[config.mk]
export PLATFORM = sky130hd
export DESIGN_NAME = dmem_port_arbiter
export DESIGN_NICKNAME = d
export VERILOG_FILES = /design/src/rtl/dmem_port_arbiter.sv
export SDC_FILE = /design/constraint.sdc
export NUM_CORES = 1
export LEC_CHECK = 0
export CORE_AREA = 2 2 232 234
export DETAILED_ROUTE_END_ITERATION = 10
export DIE_AREA = 0 0 234 236
export SYNTH_ARGS = -nofsm -noshare
export SYNTH_HDL_FRONTEND = slang
export SYNTH_SLANG_ARGS = --single-unit
[constraint.sdc]
create_clock -name clk -period 3.05 [get_ports clk]
set_input_delay 0.61 -clock clk [delete_from_list [all_inputs] [get_ports clk]]
set_output_delay 0.61 -clock clk [all_outputs]
set_load 0.01 [all_outputs]
[src/rtl/dmem_port_arbiter.sv]
// Two-port arbiter/sequencer for the single-ported 64-bit data memory.
// Port 0 (MEM stage) has fixed priority; port 1 (loader/DMA) is forced a
// grant after STARVE_LIMIT consecutive port-0 grants while it waits.
// Optional: define DMEM_BOUNDS_CHECK_EN to add p0_err/p1_err and suppress
// memory strobes for addresses with nonzero bits above the 10-bit word index.
module dmem_port_arbiter #(
    parameter int unsigned WAIT_STATES  = 1,
    parameter int unsigned STARVE_LIMIT = 4
) (
    input  logic        clk,
    input  logic        rst_n,
    input  logic        p0_req,
    input  logic        p0_we,
    input  logic [63:0] p0_addr,
    input  logic [63:0] p0_wdata,
    output logic        p0_ack,
    output logic [63:0] p0_rdata,
    input  logic        p1_req,
    input  logic        p1_we,
    input  logic [63:0] p1_addr,
    input  logic [63:0] p1_wdata,
    output logic        p1_ack,
    output logic [63:0] p1_rdata,
    output logic        mem_read,
    output logic        mem_write,
    output logic [63:0] mem_addr,
    output logic [63:0] mem_wdata,
    input  logic [63:0] mem_rdata,
`ifdef DMEM_BOUNDS_CHECK_EN
    output logic        p0_err,
    output logic        p1_err,
`endif
    output logic        stall_mem,
    output logic        busy
);

    localparam int unsigned DW    = 64;
    localparam int unsigned CNT_W = 4;
    localparam int unsigned IDX_W = 10;

    typedef enum logic [1:0] {
        IDLE   = 2'd0,
        ACCESS = 2'd1,
        DONE   = 2'd2
    } state_e;

    state_e            state_q, state_d;
    logic [CNT_W-1:0]  wait_q, wait_d;
    logic [CNT_W-1:0]  starve_q, starve_d;
    logic              gnt_q, gnt_d;      // 0 = port 0, 1 = port 1
    logic              we_q, we_d;
    logic              oob_q, oob_d;
    logic [DW-1:0]     addr_q, addr_d;
    logic [DW-1:0]     wdata_q, wdata_d;
    logic [DW-1:0]     p0_rdata_q, p0_rdata_d;
    logic [DW-1:0]     p1_rdata_q, p1_rdata_d;
    logic              p0_ack_q, p0_ack_d;
    logic              p1_ack_q, p1_ack_d;
    logic              mem_read_q, mem_read_d;
    logic              mem_write_q, mem_write_d;
    logic [DW-1:0]     mem_addr_q, mem_addr_d;
    logic [DW-1:0]     mem_wdata_q, mem_wdata_d;
    logic              busy_q, busy_d;
`ifdef DMEM_BOUNDS_CHECK_EN
    logic              p0_err_q, p0_err_d;
    logic              p1_err_q, p1_err_d;
`endif
    logic              gnt_p1;
    logic [DW-1:0]     rd_val;

    // Next-state, arbitration, field latching and registered output values.
    always_comb begin
        state_d     = state_q;
        wait_d      = wait_q;
        starve_d    = starve_q;
        gnt_d       = gnt_q;
        we_d        = we_q;
        oob_d       = oob_q;
        addr_d      = addr_q;
        wdata_d     = wdata_q;
        p0_rdata_d  = p0_rdata_q;
        p1_rdata_d  = p1_rdata_q;
        p0_ack_d    = 1'b0;
        p1_ack_d    = 1'b0;
`ifdef DMEM_BOUNDS_CHECK_EN
        p0_err_d    = 1'b0;
        p1_err_d    = 1'b0;
`endif
        gnt_p1      = 1'b0;
        rd_val      = oob_q ? '0 : mem_rdata;

        case (state_q)
            IDLE: begin
                if (p0_req || p1_req) begin
                    gnt_p1  = p1_req && (!p0_req || (starve_q == CNT_W'(STARVE_LIMIT)));
                    gnt_d   = gnt_p1;
                    we_d    = gnt_p1 ? p1_we    : p0_we;
                    addr_d  = gnt_p1 ? p1_addr  : p0_addr;
                    wdata_d = gnt_p1 ? p1_wdata : p0_wdata;
`ifdef DMEM_BOUNDS_CHECK_EN
                    oob_d   = |addr_d[DW-1:IDX_W];
`else
                    oob_d   = 1'b0;
`endif
                    wait_d  = CNT_W'(WAIT_STATES);
                    state_d = ACCESS;
                    if (gnt_p1) begin
                        starve_d = '0;
                    end else if (p1_req && (starve_q != CNT_W'(STARVE_LIMIT))) begin
                        starve_d = starve_q + CNT_W'(1);
                    end
                end
            end
            ACCESS: begin
                if (wait_q != '0) begin
                    wait_d = wait_q - CNT_W'(1);
                end else begin
                    if (!we_q) begin
                        if (gnt_q) p1_rdata_d = rd_val;
                        else       p0_rdata_d = rd_val;
                    end
                    p0_ack_d = ~gnt_q;
                    p1_ack_d = gnt_q;
`ifdef DMEM_BOUNDS_CHECK_EN
                    p0_err_d = ~gnt_q & oob_q;
                    p1_err_d = gnt_q & oob_q;
`endif
                    state_d  = DONE;
                end
            end
            DONE: begin
                state_d = IDLE;
            end
            default: begin
                state_d = IDLE;
            end
        endcase

        // A port-1 drop-out resets its starvation history.
        if (!p1_req) starve_d = '0;

        mem_read_d  = (state_d == ACCESS) && !we_d && !oob_d;
        mem_write_d = (state_d == ACCESS) &&  we_d && !oob_d;
        mem_addr_d  = (state_d == ACCESS) ? addr_d  : '0;
        mem_wdata_d = (state_d == ACCESS) ? wdata_d : '0;
        busy_d      = (state_d != IDLE);
    end

    // State and output registers; reset abandons any transaction in flight.
    always_ff @(posedge clk or negedge rst_n) begin
        if (!rst_n) begin
            state_q     <= IDLE;
            wait_q      <= '0;
            starve_q    <= '0;
            gnt_q       <= 1'b0;
            we_q        <= 1'b0;
            oob_q       <= 1'b0;
            addr_q      <= '0;
            wdata_q     <= '0;
            p0_rdata_q  <= '0;
            p1_rdata_q  <= '0;
            p0_ack_q    <= 1'b0;
            p1_ack_q    <= 1'b0;
            mem_read_q  <= 1'b0;
            mem_write_q <= 1'b0;
            mem_addr_q  <= '0;
            mem_wdata_q <= '0;
            busy_q      <= 1'b0;
`ifdef DMEM_BOUNDS_CHECK_EN
            p0_err_q    <= 1'b0;
            p1_err_q    <= 1'b0;
`endif
        end else begin
            state_q     <= state_d;
            wait_q      <= wait_d;
            starve_q    <= starve_d;
            gnt_q       <= gnt_d;
            we_q        <= we_d;
            oob_q       <= oob_d;
            addr_q      <= addr_d;
            wdata_q     <= wdata_d;
            p0_rdata_q  <= p0_rdata_d;
            p1_rdata_q  <= p1_rdata_d;
            p0_ack_q    <= p0_ack_d;
            p1_ack_q    <= p1_ack_d;
            mem_read_q  <= mem_read_d;
            mem_write_q <= mem_write_d;
            mem_addr_q  <= mem_addr_d;
            mem_wdata_q <= mem_wdata_d;
            busy_q      <= busy_d;
`ifdef DMEM_BOUNDS_CHECK_EN
            p0_err_q    <= p0_err_d;
            p1_err_q    <= p1_err_d;
`endif
        end
    end

    assign p0_ack    = p0_ack_q;
    assign p1_ack    = p1_ack_q;
    assign p0_rdata  = p0_rdata_q;
    assign p1_rdata  = p1_rdata_q;
    assign mem_read  = mem_read_q;
    assign mem_write = mem_write_q;
    assign mem_addr  = mem_addr_q;
    assign mem_wdata = mem_wdata_q;
    assign busy      = busy_q;
`ifdef DMEM_BOUNDS_CHECK_EN
    assign p0_err    = p0_err_q;
    assign p1_err    = p1_err_q;
`endif

    // Hazard-unit stall: port 0 is waiting on an access that has not acked.
    assign stall_mem = p0_req & ~p0_ack_q;

endmodule

==> metrics.csv <==
stage,metric,value,unit
synthesis,synthesis-stage register bit count,402,
grt,antenna violations before repair,7,
cells_and_area,count of non-filler cells in the finished layout,2837,
setup_path,Crit path required time,2.44,ns
setup_path,endpoint of the lowest-slack register-to-register path,p0_rdata[12],
run_status,run status,"finished, final reports clean",
synthesis,synth warn,0,
synthesis,XOR/XNOR share of the synthesized area,0,
min_path,worst min path class,flop to flop,
cells_and_area,final-layout fill cell count,4763,
routing,remaining design rule violation count,0,
setup_path,Slowest Stage Delay on Critical Path,0.58,ns
power,combinational share of power,0.432,
routing,DR vias/cell,5.669,
routing,number of vias after detailed routing,16080,
sta,slew at the pin with the worst max-slew slack,1.130,ns
power,sequential share of power,0.358,
power,Int Pwr,0.01652,W
clocking,clock buffer count from CTS,45,
min_path,Min-Delay Startpoint,p1_rdata[34],
sta,Final TNS setup,0,ns
sta,number of endpoints failing setup at the final stage,0,
setup_path,maximum fanout along the worst path,32,
synthesis,summed instance area of the synthesized netlist,17810,um^2
placed_design,"number of placed instances, taps included",2754,
cells_and_area,count of nets after finishing,2436,
floorplanning,area of the die,55220,um^2
setup_path,type of element capturing the critical path,primary output,
grt,overflow left after global routing,0,
grt,first-pass GRT wire length,101900,um
cells_and_area,fraction of layout instances using a drive strength above 1,0.1141,
synthesis,post-synthesis mux area share,0.09646,
sta,Fmax achieved,0.4065,GHz
setup_path,data arrival time at the worst-slack endpoint,1.85,ns
min_path,Worst Hold End,p1_rdata[34],
power,maximum vdd drop,0.6727,mV
placed_design,weighted congestion at the end of routability-driven global placement,0.8431,
setup_path,reg-to-reg setup timing slack,0.69,ns
floorplanning,number of top-level design ports,588,
flow_run,max cap viols,0,
synthesis,number of flops mapped to enable cells by yosys,0,
setup_path,start-to-end type of the worst setup path,input pin to primary output,
setup_path,Worst Setup Start Kind,input pin,
synthesis,Simple-Gate Fraction of Synth Area,0.1871,
routing,first drt pass iteration count,5,
clocking,post-CTS clock slew at the launch and capture registers of the worst setup and hold paths,0.06,ns
sta,part of the cycle the worst path needs,0.8065,
synthesis,area share of fa/ha/maj cells after synthesis,0.002810,
power,power spent charging and discharging nets,0.009055,W
synthesis,Mapped Nets,1946,
clocking,Clock Latency Late Sink,0.57,ns
floorplanning,Die H,236,um
synthesis,largest cells by area after synthesis,"dfrtp_1, nand3_1, o2111ai_1",
sta,number of failing hold endpoints at the final stage,0,
floorplanning,Core Area,53070,um^2
setup_path,cell-by-cell listing of the critical path,buf_4 -> inv_4 -> nor2_1 -> clkdlybuf4s50_1,
sta,Final min period,2.460,ns
placed_design,Final HPWL DP,43750,um
power,share of total power consumed by net switching,0.3540,
floorplanning,Initial Util,0.3356,
clocking,CTS tree,built,
grt,GRT Resource Usage Total,0.2368,
placed_design,port bufs,587,
sta,Worst slew margin,0.2465,
synthesis,post-synth top area share,0.5648,
min_path,hold depth,1,
floorplanning,row count,85,
cells_and_area,Finished Cell Area,25820,um^2
routing,average routed wire per standard cell,23.75,um
synthesis,sequential cell area fraction in the yosys report,0.5648,
synthesis,most numerous cell types in the synthesized netlist,"dfrtp_1, nand3_1, clkbuf_1",
power,fraction of power consumed by the clock network,0.211,
synthesis,"Avg Cell Area, Syn",11.02,um^2
setup_path,number of cell instances on the worst register-to-register path,6,
clocking,maximum level of the CTS H-tree,2,
routing,"wirelength, routed",67380,um
power,leakage dissipation,11.13,nW
cells_and_area,final cell utilization of the core,0.4865,
synthesis,post-synthesis async set-or-reset flop share,1.000,
clocking,root buffer cell,clkbuf_16,
synthesis,complex-gate fraction of the synthesized area,0.1064,
clocking,largest buffer count on any clock path,3,
routing,number of nets with antenna violations after routing,0,
synthesis,Main synth FF type,dfrtp_1,
sta,setup repair after global routing missed its margin,no,
setup_path,FF-to-FF Start,wait_q[0],
cells_and_area,layout overhead on the synthesized area,44.96,%
synthesis,Post-Synthesis Cells,1616,
floorplanning,chip width,234,um
routing,number of design-rule violations left by the first detailed-router iteration,1234,
power,Pwr per Cell Area,990.8,nW/um^2
sta,final number of max-transition violations,0,
setup_path,CP max-delay cell,clkdlybuf4s50_1,
synthesis,most common cell in the netlist,dfrtp_1,
synthesis,main combinational cell family by area after synthesis,simple AND/OR/NAND/NOR gates,
synthesis,number of library cell types mapped by synthesis,40,
placed_design,Post-DP Area,24340,um^2
synthesis,largest area contributor in the netlist,dfrtp_1,
clocking,clk sinks,402,
sta,final worst clock skew,0.02816,ns
grt,number of global-route vias before repair,16630,
power,final total power,0.02558,W
grt,largest net degree at the start of global routing,188,
-- sequential cells by signal, summed over array words and instances (netlist names), 2 cells and up --
name,count
addr_q,64
mem_addr,64
mem_wdata,64
p0_rdata,64
p1_rdata,64
starve_q,4
state_q,2
wait_q,4
wdata_q,64
-- power groups by stage --
stage	sequential (W)	clock, W	combinational [W]
floorplan	0.00963	0	0.00484
global placement	0.00912	0	0.0109
detailed placement	0.00920	0	0.0111
CTS	0.00915	0.00553	0.0111
global route	0.00938	0.00576	0.0119
finish	0.00915	0.00539	0.0110
-- through the flow --
stage | hold WS, ns | worst slack [ns]
after detailed placement | 0.4910 | 0.6111
after global routing | 0.5077 | 0.5507
after floorplan | 0.3144 | 0.8457
after global placement | 0.4836 | 0.5895
final | 0.5035 | 0.5902
after CTS | 0.5051 | 0.5995
-- cell families after synthesis --
group / after synthesis
AO/OA/AOI/OAI: 276
adder cells (fa/ha/maj): 4
buffers and inverters: 188
flip-flops: 402
multiplexers: 133
AND/OR/NAND/NOR: 613
-- cell usage in the layout (no fill, tap or decap), drive strengths merged, types with 38 or more instances in the layout --
cell type / count
dfrtp: 402
nand4: 132
buf: 38
nor2b: 67
nand3: 387
o21ai: 135
mux2: 129
clkdlybuf4s50: 584
clkbuf: 69
o2111ai: 128
-- worst max-delay path, delay by kind of cell --
family / cells / cell delay, ns
buf+inv: 3 / 1.03
simple gates: 1 / 0.20
-- per-layer routing --
| metal | part of all wire | wire length [um] | GRT usage | vias to the layer above |
|---|---|---|---|---|
| li1 | - | - | - | 7100 |
| met1 | 0.40 | 27240 | 0.3077 | 8102 |
| met2 | 0.48 | 32300 | 0.3834 | 748 |
| met3 | 0.082 | 5558 | 0.05682 | 127 |
| met4 | 0.033 | 2242 | 0.08516 | 6 |
| met5 | 0.00053 | 36 | 0 | - |
-- layout make-up --
cell class                 instances  area (um^2)  area share
inverter                           8        32.53    0.001260
tap                              696        870.8     0.03373
antenna                            2        5.005   0.0001939
clock inverter                    11        118.9    0.004604
sequential                       402        10060      0.3897
multi-input combinational       1026         7029      0.2723
clock buffer                      69         1338     0.05181
timing repair buffer             623         6361      0.2464
-- worst max path at each step --
stage,depth (start not counted),slack [ns],endpoint,from
6_report,4,0.59,stall_mem,p0_req
5_1_grt,4,0.55,stall_mem,p0_req
4_1_cts,4,0.60,stall_mem,p0_req
3_5_place_dp,4,0.61,stall_mem,p0_req
3_3_place_gp,4,0.59,stall_mem,p0_req
2_1_floorplan,8,0.85,p0_rdata[10],wait_q[0]
-- timing repair --
item,CTS,global route
endpoints found under the hold margin,43,0
gates resized for setup,0,0
buffers inserted,0,0
hold buffers,1,0
Note: power is estimated with default switching activity, not from simulation.
